`config.mk`:
```
export PLATFORM = sky130hd
export DESIGN_NAME = audio_out_feeder_flat
export DESIGN_NICKNAME = d
export VERILOG_FILES = /design/src/rtl/audio_pkg.sv /design/src/rtl/audio_out_feeder_if.sv /design/src/rtl/sample_fifo.sv /design/src/rtl/audio_out_feeder.sv /design/src/flat_wrapper.sv
export SDC_FILE = /design/constraint.sdc
export NUM_CORES = 1
export LEC_CHECK = 0
export BUFFER_PORTS_ARGS = -buffer_cell sky130_fd_sc_hd__clkbuf_2
export CAP_MARGIN = 10
export CELL_PAD_IN_SITES_DETAIL_PLACEMENT = 0
export CELL_PAD_IN_SITES_GLOBAL_PLACEMENT = 1
export CORE_MARGIN = 2
export CORE_UTILIZATION = 30
export CTS_CLUSTER_DIAMETER = 50
export CTS_CLUSTER_SIZE = 20
export DETAILED_ROUTE_END_ITERATION = 6
export PLACE_DENSITY_LB_ADDON = 0.25
export SETUP_SLACK_MARGIN = 0.15
export SYNTH_ARGS = -nofsm -noshare
export SYNTH_HDL_FRONTEND = slang
export SYNTH_HIERARCHICAL = 1
export SYNTH_SLANG_ARGS = --single-unit
export TNS_END_PERCENT = 100
```
`constraint.sdc`:
```
create_clock -name CLK_50M -period 9 [get_ports CLK_50M]
set_input_delay 0.9 -clock CLK_50M [delete_from_list [all_inputs] [get_ports CLK_50M]]
set_output_delay 0.9 -clock CLK_50M [all_outputs]
set_load 0.02 [all_outputs]
```
`src/rtl/audio_pkg.sv`:
```
// Shared types and widths for the audio output feeder.
package audio_pkg;

  localparam int SAMPLE_W = 16;  // player sample width, two's complement
  localparam int CODEC_W  = 24;  // codec channel width

  // Drain FSM: wait for data, hold the codec strobe, one idle cycle between samples.
  typedef enum logic [1:0] {
    IDLE  = 2'd0,
    WRITE = 2'd1,
    GAP   = 2'd2
  } feeder_state_t;

endpackage

```
`src/rtl/audio_out_feeder_if.sv`:
```
// Codec-side handshake of the DE1-SoC audio core: write strobe, back-pressure, stereo data.
interface audio_out_feeder_if;
  import audio_pkg::*;

  logic               write_audio_out;
  logic               audio_out_allowed;
  logic [CODEC_W-1:0] writedata_left;
  logic [CODEC_W-1:0] writedata_right;

  // The feeder drives the strobe and data.
  modport master (
    output write_audio_out,
    output writedata_left,
    output writedata_right,
    input  audio_out_allowed
  );

  // The codec core accepts the data and reports readiness.
  modport slave (
    input  write_audio_out,
    input  writedata_left,
    input  writedata_right,
    output audio_out_allowed
  );

endinterface

```
`src/rtl/sample_fifo.sv`:
```
// Synchronous FIFO with wrap-bit pointers; a push at full is accepted when a pop shares the cycle.
module sample_fifo #(
  parameter  int DEPTH = 8,
  parameter  int WIDTH = 16,
  localparam int AW    = $clog2(DEPTH)
) (
  input  logic             i_clk,
  input  logic             i_rst,
  input  logic             i_push,
  input  logic [WIDTH-1:0] i_wdata,
  input  logic             i_pop,
  output logic [WIDTH-1:0] o_rdata,
  output logic             o_full,
  output logic             o_empty,
  output logic [AW:0]      o_level
);

  logic [WIDTH-1:0] r_mem [DEPTH];
  logic [AW:0]      r_wr_ptr;
  logic [AW:0]      r_rd_ptr;
  logic             w_push_ok;
  logic             w_pop_ok;

  assign w_pop_ok  = i_pop && !o_empty;
  assign w_push_ok = i_push && (!o_full || w_pop_ok);

  assign o_empty = (r_wr_ptr == r_rd_ptr);
  assign o_full  = (r_wr_ptr[AW] != r_rd_ptr[AW]) && (r_wr_ptr[AW-1:0] == r_rd_ptr[AW-1:0]);
  assign o_level = r_wr_ptr - r_rd_ptr;
  assign o_rdata = r_mem[r_rd_ptr[AW-1:0]];

  // Storage array: written on accepted pushes.
  // NOTE: the memory has no reset; empty/full come from the pointers, so stale contents are never read.
  always_ff @(posedge i_clk) begin
    if (w_push_ok) r_mem[r_wr_ptr[AW-1:0]] <= i_wdata;
  end

  // Pointer update; the extra MSB distinguishes full from empty.
  // NOTE: sequential state uses non-blocking assignments so every register sees pre-edge values.
  always_ff @(posedge i_clk or posedge i_rst) begin
    if (i_rst) begin
      r_wr_ptr <= '0;
      r_rd_ptr <= '0;
    end else begin
      if (w_push_ok) r_wr_ptr <= r_wr_ptr + 1'b1;
      if (w_pop_ok)  r_rd_ptr <= r_rd_ptr + 1'b1;
    end
  end

endmodule

```
`src/rtl/audio_out_feeder.sv`:
```
// Buffers player samples, applies mute/attenuation at pop and feeds the codec handshake.
module audio_out_feeder
  import audio_pkg::*;
#(
  parameter  int DEPTH = 8,
  localparam int LW    = $clog2(DEPTH) + 1
) (
  input  logic                CLK_50M,
  input  logic                reset,
  input  logic [SAMPLE_W-1:0] sample_in,
  input  logic                sample_valid,
  input  logic                mute,
  input  logic [2:0]          volume_shift,
  audio_out_feeder_if.master  codec,
  output logic [LW-1:0]       fifo_level,
  output logic                overflow,
  output logic [7:0]          drop_count
);

  feeder_state_t                r_state;
  feeder_state_t                w_next;
  logic                         w_pop;
  logic                         w_full;
  logic                         w_empty;
  logic                         w_drop;
  logic [SAMPLE_W-1:0]          w_rdata;
  logic signed [CODEC_W-1:0]    w_ext;
  logic signed [CODEC_W-1:0]    w_shifted;
  logic [CODEC_W-1:0]           w_scaled;
  logic                         r_write;
  logic [CODEC_W-1:0]           r_data;
  logic                         r_overflow;
  logic [7:0]                   r_drop_count;

  sample_fifo #(
    .DEPTH (DEPTH),
    .WIDTH (SAMPLE_W)
  ) u_fifo (
    .i_clk   (CLK_50M),
    .i_rst   (reset),
    .i_push  (sample_valid),
    .i_wdata (sample_in),
    .i_pop   (w_pop),
    .o_rdata (w_rdata),
    .o_full  (w_full),
    .o_empty (w_empty),
    .o_level (fifo_level)
  );

  // Sample sits in the top bits of the codec word; arithmetic shift keeps the sign.
  assign w_ext     = {w_rdata, {(CODEC_W - SAMPLE_W){1'b0}}};
  assign w_shifted = w_ext >>> volume_shift;
  assign w_scaled  = mute ? '0 : w_shifted;

  // A push is lost only when full and the drain does not free a slot this cycle.
  assign w_drop = sample_valid && w_full && !w_pop;

  // FSM state register.
  always_ff @(posedge CLK_50M or posedge reset) begin
    if (reset) r_state <= IDLE;
    else       r_state <= w_next;
  end

  // Next-state and pop decision.
  // NOTE: every always_comb output gets a default first so no path can infer a latch.
  always_comb begin
    w_next = r_state;
    w_pop  = 1'b0;
    case (r_state)
      IDLE: begin
        if (!w_empty && codec.audio_out_allowed) begin
          w_pop  = 1'b1;
          w_next = WRITE;
        end
      end
      WRITE:   if (codec.audio_out_allowed) w_next = GAP;
      GAP:     w_next = IDLE;
      default: w_next = IDLE;
    endcase
  end

  // Registered codec strobe and data; data only changes on a pop so it is stable during WRITE.
  always_ff @(posedge CLK_50M or posedge reset) begin
    if (reset) begin
      r_write <= 1'b0;
      r_data  <= '0;
    end else begin
      r_write <= (w_next == WRITE);
      if (w_pop) r_data <= w_scaled;
    end
  end

  // Sticky overflow flag and saturating drop counter.
  always_ff @(posedge CLK_50M or posedge reset) begin
    if (reset) begin
      r_overflow   <= 1'b0;
      r_drop_count <= '0;
    end else if (w_drop) begin
      r_overflow <= 1'b1;
      if (r_drop_count != 8'hFF) r_drop_count <= r_drop_count + 8'd1;
    end
  end

  assign codec.write_audio_out = r_write;
  assign codec.writedata_left  = r_data;
  assign codec.writedata_right = r_data;
  assign overflow              = r_overflow;
  assign drop_count            = r_drop_count;

endmodule

```
`src/flat_wrapper.sv`:
```
// flat-port wrapper written by rule: the top's interface ports become plain ports
module audio_out_feeder_flat import audio_pkg::*;
#(
  parameter  int DEPTH = 8,
  localparam int LW    = $clog2(DEPTH) + 1
)
  (CLK_50M, reset, sample_in, sample_valid, mute, volume_shift, fifo_level, overflow, drop_count, codec_write_audio_out, codec_writedata_left, codec_writedata_right, codec_audio_out_allowed);
  audio_out_feeder_if codec_i ();
  input  logic CLK_50M;
  input  logic reset;
  input  logic [SAMPLE_W-1:0] sample_in;
  input  logic sample_valid;
  input  logic mute;
  input  logic [2:0] volume_shift;
  output logic [LW-1:0] fifo_level;
  output logic overflow;
  output logic [7:0] drop_count;
  output wire logic [$bits(codec_i.write_audio_out)-1:0] codec_write_audio_out;
  output wire logic [$bits(codec_i.writedata_left)-1:0] codec_writedata_left;
  output wire logic [$bits(codec_i.writedata_right)-1:0] codec_writedata_right;
  input wire logic [$bits(codec_i.audio_out_allowed)-1:0] codec_audio_out_allowed;
  assign codec_write_audio_out = codec_i.write_audio_out;
  assign codec_writedata_left = codec_i.writedata_left;
  assign codec_writedata_right = codec_i.writedata_right;
  assign codec_i.audio_out_allowed = codec_audio_out_allowed;
  audio_out_feeder #(.DEPTH(DEPTH)) u_core (.CLK_50M(CLK_50M), .reset(reset), .sample_in(sample_in), .sample_valid(sample_valid), .mute(mute), .volume_shift(volume_shift), .codec(codec_i), .fifo_level(fifo_level), .overflow(overflow), .drop_count(drop_count));
endmodule
```
Yosys cells after proc, flatten, opt, wreduce, memory -nomap -nowiden
Memories as Yosys holds them, arrays and structs flattened.
Index checks and enable logic that the tools add are counted.
{"block": "totals", "mem_bits_rw": 128, "inputBits": 24, "regBits": 44, "mem_count": 1, "mem_bits_ro": 0, "elab_cells": 39, "latchBits": 0}
{"memory": "u_core.u_fifo.r_mem", "depth": 8, "word_bits": 16, "read_ports": 1, "rd_ports_with_merged_regs": 0, "write_ports": 1, "line": "sample_fifo.sv:18", "text": "logic [WIDTH-1:0] r_mem [DEPTH];"}
{"block": "classes", "eq_ne": 6, "n_div": 0, "n_reduce_logical": 12, "shifts": 1, "bitwise_logic": 0, "order_cmp": 0, "multipliers": 0, "addsub": 4, "n_mux": 8}
{"operator": "$mux 24", "n": 1}
{"operator": "$sshr 24x3->24", "n": 1}
{"operator": "$add 4x1->4 const B", "n": 2}
{"operator": "$add 8x1->8 const B", "n": 1}
{"operator": "$ne 8x8->1 const B", "n": 1}
{"operator": "$logic_and 1x1->1", "n": 6}
{"operator": "$eq 2x1->1 const B", "n": 2}
{"operator": "$eq 4x4->1", "n": 1}
{"operator": "$mux 1", "n": 4}
{"operator": "$mux 2", "n": 2}
{"operator": "$pmux 2 s2", "n": 1}
{"operator": "$sub 4x4->4", "n": 1}
{"operator": "$eq 3x3->1", "n": 1}
{"operator": "$logic_not 1->1", "n": 3}
{"operator": "$logic_not 2->1", "n": 1}
{"operator": "$reduce_and 2->1", "n": 1}
{"operator": "$logic_or 1x1->1", "n": 1}
{"operator": "$ne 1x1->1", "n": 1}

Longest topological paths before layout
Gate-level depths: netlist of the first run.
{"block": "logic_depth", "word_depth": 10, "mapped_depth": 11, "depth_no_buf": 9}

Cells and area by module
The synthesis of the first run kept the hierarchy.
{"module": "sample_fifo", "instances": 1, "seq_area_each_um2": 4043.9, "cells_each": 280, "area_per_inst_um2": 5385.2}
{"module": "audio_out_feeder", "instances": 1, "seq_area_each_um2": 875.8, "cells_each": 215, "area_per_inst_um2": 2220.9}

Least setup slack after synthesis of the first run
No wires, ideal clock.
{"block": "synth_path", "path_type": "reg-to-reg", "start": "register u_core.u_fifo.r_rd_ptr[2]", "end": "memory u_core.u_fifo.r_mem[1][0], enable pin", "t_required_ns": 8.570, "path_stages_with_launch": 11, "path_slack_ns": 4.701, "t_arrival_ns": 3.869, "cell_sequence": "dfrtp_1 -> buf_2 -> clkinv_1 -> clkbuf_1 -> ha_1 -> nand3_1 -> nor2_1 -> or4b_4 -> inv_4 -> nor3_1 -> nor4_1"}
{"block": "synth_between", "elab_chain_len": 10, "elab_cells_between_ends": 13, "cone_classes": "eq/ne (2); mux (4); reduce/logical (7)"}
{"element": "start, declared", "line": "sample_fifo.sv:20", "text": "logic [AW:0] r_rd_ptr;"}
{"element": "start signal, assigned", "line": "sample_fifo.sv:46", "text": "if (w_pop_ok) r_rd_ptr <= r_rd_ptr + 1'b1;"}
{"element": "$eq 4x4->1", "line": "sample_fifo.sv:27", "text": "assign o_empty = (r_wr_ptr == r_rd_ptr);"}
{"element": "via u_core.w_empty", "line": "audio_out_feeder.sv:24", "text": "logic w_empty;"}
{"element": "$logic_not 1->1", "line": "audio_out_feeder.sv:71", "text": "if (!w_empty && codec.audio_out_allowed) begin"}
{"element": "$logic_and 1x1->1", "line": "audio_out_feeder.sv:71"}
{"element": "$mux 1", "line": "audio_out_feeder.sv:71"}
{"element": "$mux 1", "line": "audio_out_feeder.sv:69", "text": "case (r_state)"}
{"element": "via u_core.w_pop", "line": "audio_out_feeder.sv:22", "text": "logic w_pop;"}
{"element": "$logic_and 1x1->1", "line": "sample_fifo.sv:24", "text": "assign w_pop_ok = i_pop && !o_empty;"}
{"element": "$logic_or 1x1->1", "line": "sample_fifo.sv:25", "text": "assign w_push_ok = i_push && (!o_full || w_pop_ok);"}
{"element": "$logic_and 1x1->1", "line": "sample_fifo.sv:25"}
{"element": "$mux 1", "line": "sample_fifo.sv:35", "text": "if (w_push_ok) r_mem[r_wr_ptr[AW-1:0]] <= i_wdata;"}
{"element": "$mux 1 (implied by the code)", "line": "sample_fifo.sv:35"}
{"element": "end, declared", "line": "sample_fifo.sv:18"}
The timed path passes the listed nets, and every way through them passes these cells.

Worst setup path in the final report of the first run
{"block": "layout_path", "start": "register u_core.u_fifo.r_rd_ptr[2]", "end": "memory u_core.u_fifo.r_mem[2][6], enable pin"}
Same word-level chain as after synthesis.

==> results of run 1 <==
-- cells in the mapped netlist (all sizes together) --
cell type,instances,area [µm²]
o31ai,3,27.5
conb,1,3.75
a22o,4,35.0
dfrtp,43,1080
a41oi,1,16.3
o2111ai,1,8.76
o21a,1,7.51
nand3,17,90.1
nor3,7,35.0
a32o,2,20.0
nor2,13,65.1
xor2,5,43.8
o211ai,4,35.0
mux4,37,841
xnor2,10,95.1
and4,1,8.76
nand2b,8,57.6
mux2i,22,220
mux2,7,86.3
or2b,1,7.51
edfxtp,128,3840
buf,42,304
a21o,1,7.51
or4b,1,13.8
a211oi,1,7.51
o21ai,18,90.1
clkinv,1,3.75
a21oi,4,20.0
ha,6,75.1
and3,1,6.26
inv,13,51.3
and3b,2,17.5
clkbuf,4,15.0
nand2,76,293
or3,1,11.3
fa,1,20.0
or2,1,8.76
nor4,3,18.8
nand4,3,18.8
-- power groups by stage --
| stage | clock network [µW] | logic (µW) | registers (µW) |
|---|---|---|---|
| 4_1_cts | 747 | 1270 | 1130 |
| 6_report | 727 | 1240 | 1130 |
| 2_1_floorplan | 0 | 877 | 1170 |
| 3_3_place_gp | 0 | 1260 | 1140 |
| 5_1_grt | 778 | 1360 | 1140 |
| 3_5_place_dp | 0 | 1270 | 1140 |
-- metal layers --
layer | global-route usage | share of wire | vias to the layer above
met1 | 0.174 | 0.44 | 2221
li1 | - | - | 1966
met4 | 0.0499 | 0.019 | 0
met2 | 0.219 | 0.49 | 122
met3 | 0.0292 | 0.044 | 17
met5 | 0 | 0 | -
-- flip-flops by register name (all words and copies together), names as in the netlist --
name and cells:
u_core/codec.write_audio_out 1, u_core/codec.writedata_left 23, u_core/drop_count 8, u_core/overflow 1, u_core/r_state 2, u_core/u_fifo/r_mem 128, u_core/u_fifo/r_rd_ptr 4, u_core/u_fifo/r_wr_ptr 4
-- per-stage QoR --
stage | cell area [µm²] | total power, µW | setup slack (ns) | std cells | hold slack, ns
3_5_place_dp | 8240 | 2420 | 4.88 | 874 | 0.473
4_1_cts | 8830 | 3150 | 4.85 | 906 | 0.424
5_1_grt | 8830 | 3290 | 4.52 | 906 | 0.421
3_3_place_gp | 8240 | 2400 | 5.04 | 874 | 0.469
6_report | 8830 | 3100 | 4.87 | 906 | 0.415
2_1_floorplan | 7610 | 2050 | 4.70 | 496 | 0.442
-- layout by cell type, fill, tap and decap left out, types with 9 or more instances in the layout --
| cell | n |
|---|---|
| buf_4 | 11 |
| clkbuf_16 | 17 |
| clkbuf_2 | 83 |
| dfrtp_1 | 42 |
| edfxtp_1 | 128 |
| inv_1 | 12 |
| mux2i_1 | 22 |
| mux4_2 | 35 |
| nand2_1 | 75 |
| nand3_1 | 16 |
| nor2_1 | 12 |
| o21ai_0 | 16 |
| xnor2_1 | 9 |
-- critical path, delay by kind of cell, from the launching register on --
| kind | cells | cell delay, ns |
|---|---|---|
| fa+ha+maj | 1 | 0.50 |
| simple gates | 5 | 1.45 |
| buf+inv | 3 | 1.12 |
| flops | 1 | 0.72 |
-- final timing paths --
kind / startpoint / endpoint / cells after the start
worst min register to register: u_core/r_state[1]$_DFF_PP0_ / u_core/r_state[0]$_DFF_PP0_ / 1
worst max-delay path: u_core/u_fifo/r_rd_ptr[2]$_DFFE_PP0P_ / u_core/u_fifo/r_mem[2][6]$_DFFE_PP_ / 9
worst max register to register: u_core/u_fifo/r_rd_ptr[2]$_DFFE_PP0P_ / u_core/u_fifo/r_mem[2][6]$_DFFE_PP_ / 9
min in group CLK_50M: u_core/r_state[1]$_DFF_PP0_ / u_core/r_state[0]$_DFF_PP0_ / 1
max in group asynchronous: reset / u_core/codec.writedata_left[8]$_DFFE_PP0P_ / 3
worst min-delay path: reset / u_core/u_fifo/r_wr_ptr[1]$_DFFE_PP0P_ / 2
-- cell type report --
cell class | count | area share
inverter | 14 | 0.00623
clock buffer | 17 | 0.0482
multi-input combinational | 265 | 0.266
clock inverter | 15 | 0.0197
tap | 330 | 0.0467
sequential | 171 | 0.557
timing repair buffer | 94 | 0.0564
-- cell families (layout without fill, tap and decap cells) --
family	after synthesis	count (layout)	synth area share
flip-flops	171	171	0.647
AND/OR/NAND/NOR	135	135	0.0857
multiplexers	66	66	0.151
buffers and inverters	60	140	0.0492
AO/OA/AOI/OAI	40	40	0.0362
XOR/XNOR	15	15	0.0183
adder cells (fa/ha/maj)	7	7	0.0125
other	1	2	0.000493
==> results.md, run 1 <==
- The flow ran to the end, and the final reports show no timing, DRC or antenna violations.
- The worst pin sits at a relative slew slack of 0.542.
- The shortest clock period the worst path allows after layout is 4.13 ns.
- The final number of max-transition violations is 0.
- For the worst setup path, the data required time is 9.12 ns.
- The maximum buffer depth of the clock tree is 2.
- The standard-cell row count is 58.
- The number of hold buffers added after CTS is 0.
- The count of cells resized by post-cts repair is 0.
- The CTS tree is yes.
- The first-pass detailed-route iteration total is 4.
- The number of global-route vias before repair is 4388.
- Max-cap violations in this run came to 0.
- The hold violation count in the final report is 0.
- In this run the post-CTS setup repair buffer count came out at 0.
- For this run, the slowest stage of the critical path takes between 0.7 and 0.8 ns.
- The vertical die dimension is 163 µm.
- By startpoint and endpoint, the worst setup path is classified as reg2reg.
- The final core area utilization is 0.353.
- The total number of nets in the final design is approximately 590.
- The areal power density over the cells is 351 mW/mm².
- The core region is 0.0250 mm².
- The count of mapped cells out of synthesis is 495.
- Of the cells placed in the final design, the portion with a size suffix greater than 1 is 0.323.
- After clock tree synthesis, the clock-pin slew on the worst setup and hold paths is 0.07 ns.
- Pin placement for this block handled 86 I/O pins.
- The number of failing setup endpoints in the final timing report is 0.
- The worst setup path is captured at a register.
- Dividing the detail-routed via count by the number of cells gives 4.77.
- The number of antenna violations at the first check in global routing is 0.
- Across all register-to-register paths, the minimum setup slack is 4.87 ns.
- During synthesis, Yosys emitted a total of 6 warnings.
- Derived from the worst setup path, the maximum achievable clock frequency is 242 MHz.
- Of the total power, registers draw 0.363.
- The H-tree was split into 4 levels.
- The routed design has 17100 µm of wire.
- The number of nets with antenna violations after routing is 0.
- The congestion estimate from routability-driven global placement came to 0.757.
- The slowest cell on the critical path is dfrtp_1.
- The largest voltage drop on the vdd net is between 150 and 200 µV.
- The clock latency at the later pin of the worst-skew pair is 0.43 ns.
- The critical path goes through clkinv_1 > ha_1 > nand3_1 > nor2_1 > or4b_4 > inv_4 > nor3_1 > nor4_2 > buf_4.
- The switching fraction of total power is 0.398.
- After legalization and detailed placement, the total HPWL measured 12000 µm.
- The total negative slack for setup checks is 0 ns.
- The tree is rooted in a clkbuf_16.
- The total CTS buffers is 17.
- Of the total power, combinational logic draws 0.402.
- The detailed router placed 4326 vias in this run.
- The sequential area share after synthesis is 0.647.
- The post-synthesis average cell area is 15.4 µm².
- For this configuration, the core starts out at a cell density of 0.304.
- The repair_antennas step left the layout with diodes totalling 0.
- Buffers placed on the I/O ports in this run total 83.
- In the final routed layout, each cell accounts on average for 18.8 µm.
- The sequential cells in the finished layout cover a total of 0.00492 mm².
- The width of the die is 163 µm.
- The fraction of the cycle the final worst path needs is 0.458.
- The min-delay analysis places its worst path in the category in2async.
- The area growth from synthesis to layout is 16.2%.
- The largest fanout of any net on the critical path is 31.
- Counting flops and latches in the post-synthesis netlist gives 171.
- The tree built by TritonCTS fans out to 171 sinks.
- The total overflow left after global routing is 0.
- The number of DRC markers in iteration 0 is around 270.
- The worst clock skew on the final layout is 0.0121 ns.
- For this run, design rule violations remaining after detail routing come to 0.
- In the final layout, the multi-input gates occupy 0.00235 mm².
- The startpoint kind of the worst setup timing path is a register.
- The fill cell instance count of the final layout is 2406.
- The reported net switching power is 1230 µW.
- In this run the cell area of the synthesized design comes to 0.00761 mm².
- The die covers around 0.027 mm².
- In this run the static leakage power is 0.00341 µW.
- Internal power comes to 1870 µW.
- The transition time of the tightest slew-check pin is 0.682 ns.
- The maximum number of pins on one net before global-route repair is 38.
- The global routing usage summed across all routing layers is 0.134.
- The data arrival time of the critical path is about 4.2 ns.
- The wire length of the first global-routing pass is approximately 26000 µm.
- Setup repair after global routing left no endpoint under its margin.
- Of the total power, the clock network draws 0.235.
- The netlist uses 54 different library cells.
(Power assumes the default switching activity.)
==> run 2: changes to the inputs <==
- clock period: 9 -> 3.6 ns (I/O delays scaled with it)
==> run 2 against run 1 <==
Core utilization up 0.30 points; worst hold slack worse by 0.21 ns; clock power rose to 2.5 times the previous value; first-iteration DRC count down 5.7%; sequential cell count unchanged; combinational power rose to 2.5 times the previous value; global-route usage down 0.45 points; critical path depth unchanged; maximum frequency up 36%; register-to-register slack worse by 4.3 ns; final cell count up 0.66%.
==> results.md, run 2 (synthesis gave the netlist of run 1 again) <==
- The run finished with clean final reports.
- The leakage power of the design came to 0.00345 µW (+1.1%).
- The H-tree depth reported by CTS was 4 (unchanged).
- The met3 routing resource usage after global routing is 0.0333 (+0.00406).
- The hold violation count in the final report is 0 (unchanged).
- The maximum operating frequency is 331 MHz (+36%).
- The shortest clock period the worst path allows after layout was 3.03 ns (-1.10 ns).
- The HPWL after detailed placement came to 10800 µm (-9.6%).
- The final standard cell count with taps included and fillers excluded is 912 (+0.66%).
- The worst clock skew on the final layout is 0.00898 ns (-0.00311 ns).
- From synthesis to final layout, the design area changed by 17.1%.
- The total wirelength of the detailed-routed design came to 16400 µm (-4.1%).
- The final number of max-transition violations is 0 (unchanged).
- The first-pass detailed-route iteration total came to 6 (+2).
- The flip-flop count of the largest register, all copies and words added came to 128 (unchanged).
- The global placer's final weighted congestion is 0.729 (-3.8%).
- The mean routed wirelength per cell came to 17.9 µm (-4.7%).
- The total CTS buffers was 17 (unchanged).
- STA classifies the critical path startpoint as a register.
- The count of input and output buffers is 83 (unchanged).
- The clock latency at the later pin of the worst-skew pair is 0.44 ns (about the same).
- The number of failing setup endpoints in the final timing report came to 0 (unchanged).
- The worst hold path class is in2reg.
- The largest fanout of any net on the critical path is 16 (-48%).
- met2 is the most crowded layer.
- The effective utilization at floorplan was 0.304 (unchanged).
- The largest voltage drop on the vdd net is 407 µV (+140%).
- The worst relative slew slack is 0.381 (-0.161).
- The number of DRC markers in iteration 0 is 250 (-5.7%).
- The required time of the critical path is 3.72 ns (-5.40 ns).
- The most common library cell in the layout ignoring fill and taps is edfxtp_1.
- The number of placed instances with taps included is 879 (+0.57%).
- The met1 track demand over resource in global routing is 0.163 (-0.0104).
- The top-level I/O count came to 86 (unchanged).
- The total of max-cap violations is 0 (unchanged).
- The transition time of the tightest slew-check pin is 0.922 ns (+0.240 ns).
- The maximum buffer depth of the clock tree is 2 (unchanged).
- The total negative slack for setup checks is 0 ns (unchanged).
- The maximum number of pins on one net before global-route repair is 37 (-2.6%).
- The fraction of the cycle the final worst path needs is 0.840 (+0.382).
- The number of inserted diodes came to 0 (unchanged).
- The critical path is of the reg2reg type.
- The number of global-route vias before repair is 4314 (-1.7%).
- STA classifies the critical path endpoint as a register.
- TritonCTS built the clock tree.
- The clock sink count came to 171 (unchanged).
- The DRC violation count after routing is 0 (unchanged).
- The proportion of layout cells with a drive suffix above 1 is 0.328 (+0.00526).
- The overflow left after global routing is 0 (unchanged).
- The standard-cell row count came to 58 (unchanged).
- The count of cells resized by post-cts repair was 0 (unchanged).
- The global routing usage summed across all routing layers is 0.129 (-0.00452).
- Setup repair after global routing left no endpoint under its margin.
- The number of vias per cell is 4.67 (-2.2%).
- The global-route met2 utilization was 0.218 (-0.000384).
- In the layout the commonest cells are edfxtp_1 (128), clkbuf_2 (83), nand2_1 (75), dfrtp_1 (42), mux4_2 (35).
- The vertical die dimension was 163 µm (unchanged).
- The buffer count from post-CTS setup fixing is 0 (unchanged).
- The areal power density over the cells is 874 mW/mm² (+150%).
- The width of the die came to 163 µm (unchanged).
- The total number of nets in the final design was 600 (+1.0%).
- The die outline area is 0.0266 mm² (unchanged).
- The data arrival time of the critical path came to 3.14 ns (-1.10 ns).
- The clock-pin slew of the registers on the worst-case setup and hold paths is 0.06 ns (about the same).
- The buffer type at the clock tree root is clkbuf_16.
- The wire length of the first global-routing pass is 25300 µm (-2.8%).
- The total core area is 0.0250 mm² (unchanged).
- The number of antenna violations at the first check in global routing is 0 (unchanged).
- The vias after detailed routing is 4260 (-1.5%).
- The number of nets with antenna violations after routing is 0 (unchanged).
-- run 2: cell types whose count changed in the layout (fill, tap and decap cells not counted), moves of 2 or more --
cell,before,now
buf_4,11,15
clkinv_8,5,2
nor4_2,2,0
nor4_4,0,2
-- run 2: final cells by class --
type	instances	area, µm²
sequential	171	4920
inverter	14	55.1
fill	2400	16100
clock inverter	15	171
multi-input combinational	265	2370
tap	330	413
clock buffer	17	425
timing repair buffer	100	558
-- run 2: path summary, 6_finish.rpt --
check,startpoint,to,slack [ns],cells past startpoint
setup / recovery,u_core/u_fifo/r_wr_ptr[0]$_DFFE_PP0P_,u_core/u_fifo/r_mem[2][14]$_DFFE_PP_,0.57,9
hold / removal,sample_in[15],u_core/u_fifo/r_mem[6][15]$_DFFE_PP_,0.21,1
setup reg to reg,u_core/u_fifo/r_wr_ptr[0]$_DFFE_PP0P_,u_core/u_fifo/r_mem[2][14]$_DFFE_PP_,0.57,9
hold reg to reg,u_core/overflow$_DFFE_PP0P_,u_core/overflow$_DFFE_PP0P_,0.48,1
max in group asynchronous,reset,u_core/codec.writedata_left[8]$_DFFE_PP0P_,2.71,4
min in group asynchronous,reset,u_core/u_fifo/r_rd_ptr[1]$_DFFE_PP0P_,0.43,3
-- run 2: through the flow --
step / utilization / area, µm² / worst slack (ns) / power, µW / hold WS, ns
detailed placement: 0.332 / 8300 / 0.558 / 6040 / 0.341
global placement: 0.332 / 8300 / 0.614 / 6010 / 0.333
finish: 0.356 / 8910 / 0.574 / 7790 / 0.206
floorplan: - / 7630 / -0.248 / 5130 / 0.176
global route: 0.356 / 8910 / 0.289 / 8260 / 0.208
CTS: 0.356 / 8910 / 0.524 / 7910 / 0.197
-- run 2: what timing repair did --
item,4_1_cts,5_1_grt
endpoints found under the setup margin,0,0
hold endpoints to repair,8,0
hold buffers,1,0
-- run 2: metal layers --
layer / up-vias / wire length, µm
met1: 2159 / 7470
met4: 0 / 184
met3: 14 / 652
met2: 98 / 8060
met5: - / 0
li1: 1989 / -
-- run 2: power by group --
group	switching [µW]	internal (µW)	leakage, µW
clock	853	992	0.000293
sequential	244	2550	0.00171
combinational	1930	1220	0.00145
-- run 2: critical path, stage by stage (launching register included) --
cell     delay, ns
dfrtp_1       0.52
inv_1         0.11
ha_1          0.33
nand3_1       0.24
nor2_1        0.11
or4b_4        0.51
inv_4         0.16
nor3_1        0.17
nor4_4        0.24
buf_4         0.31
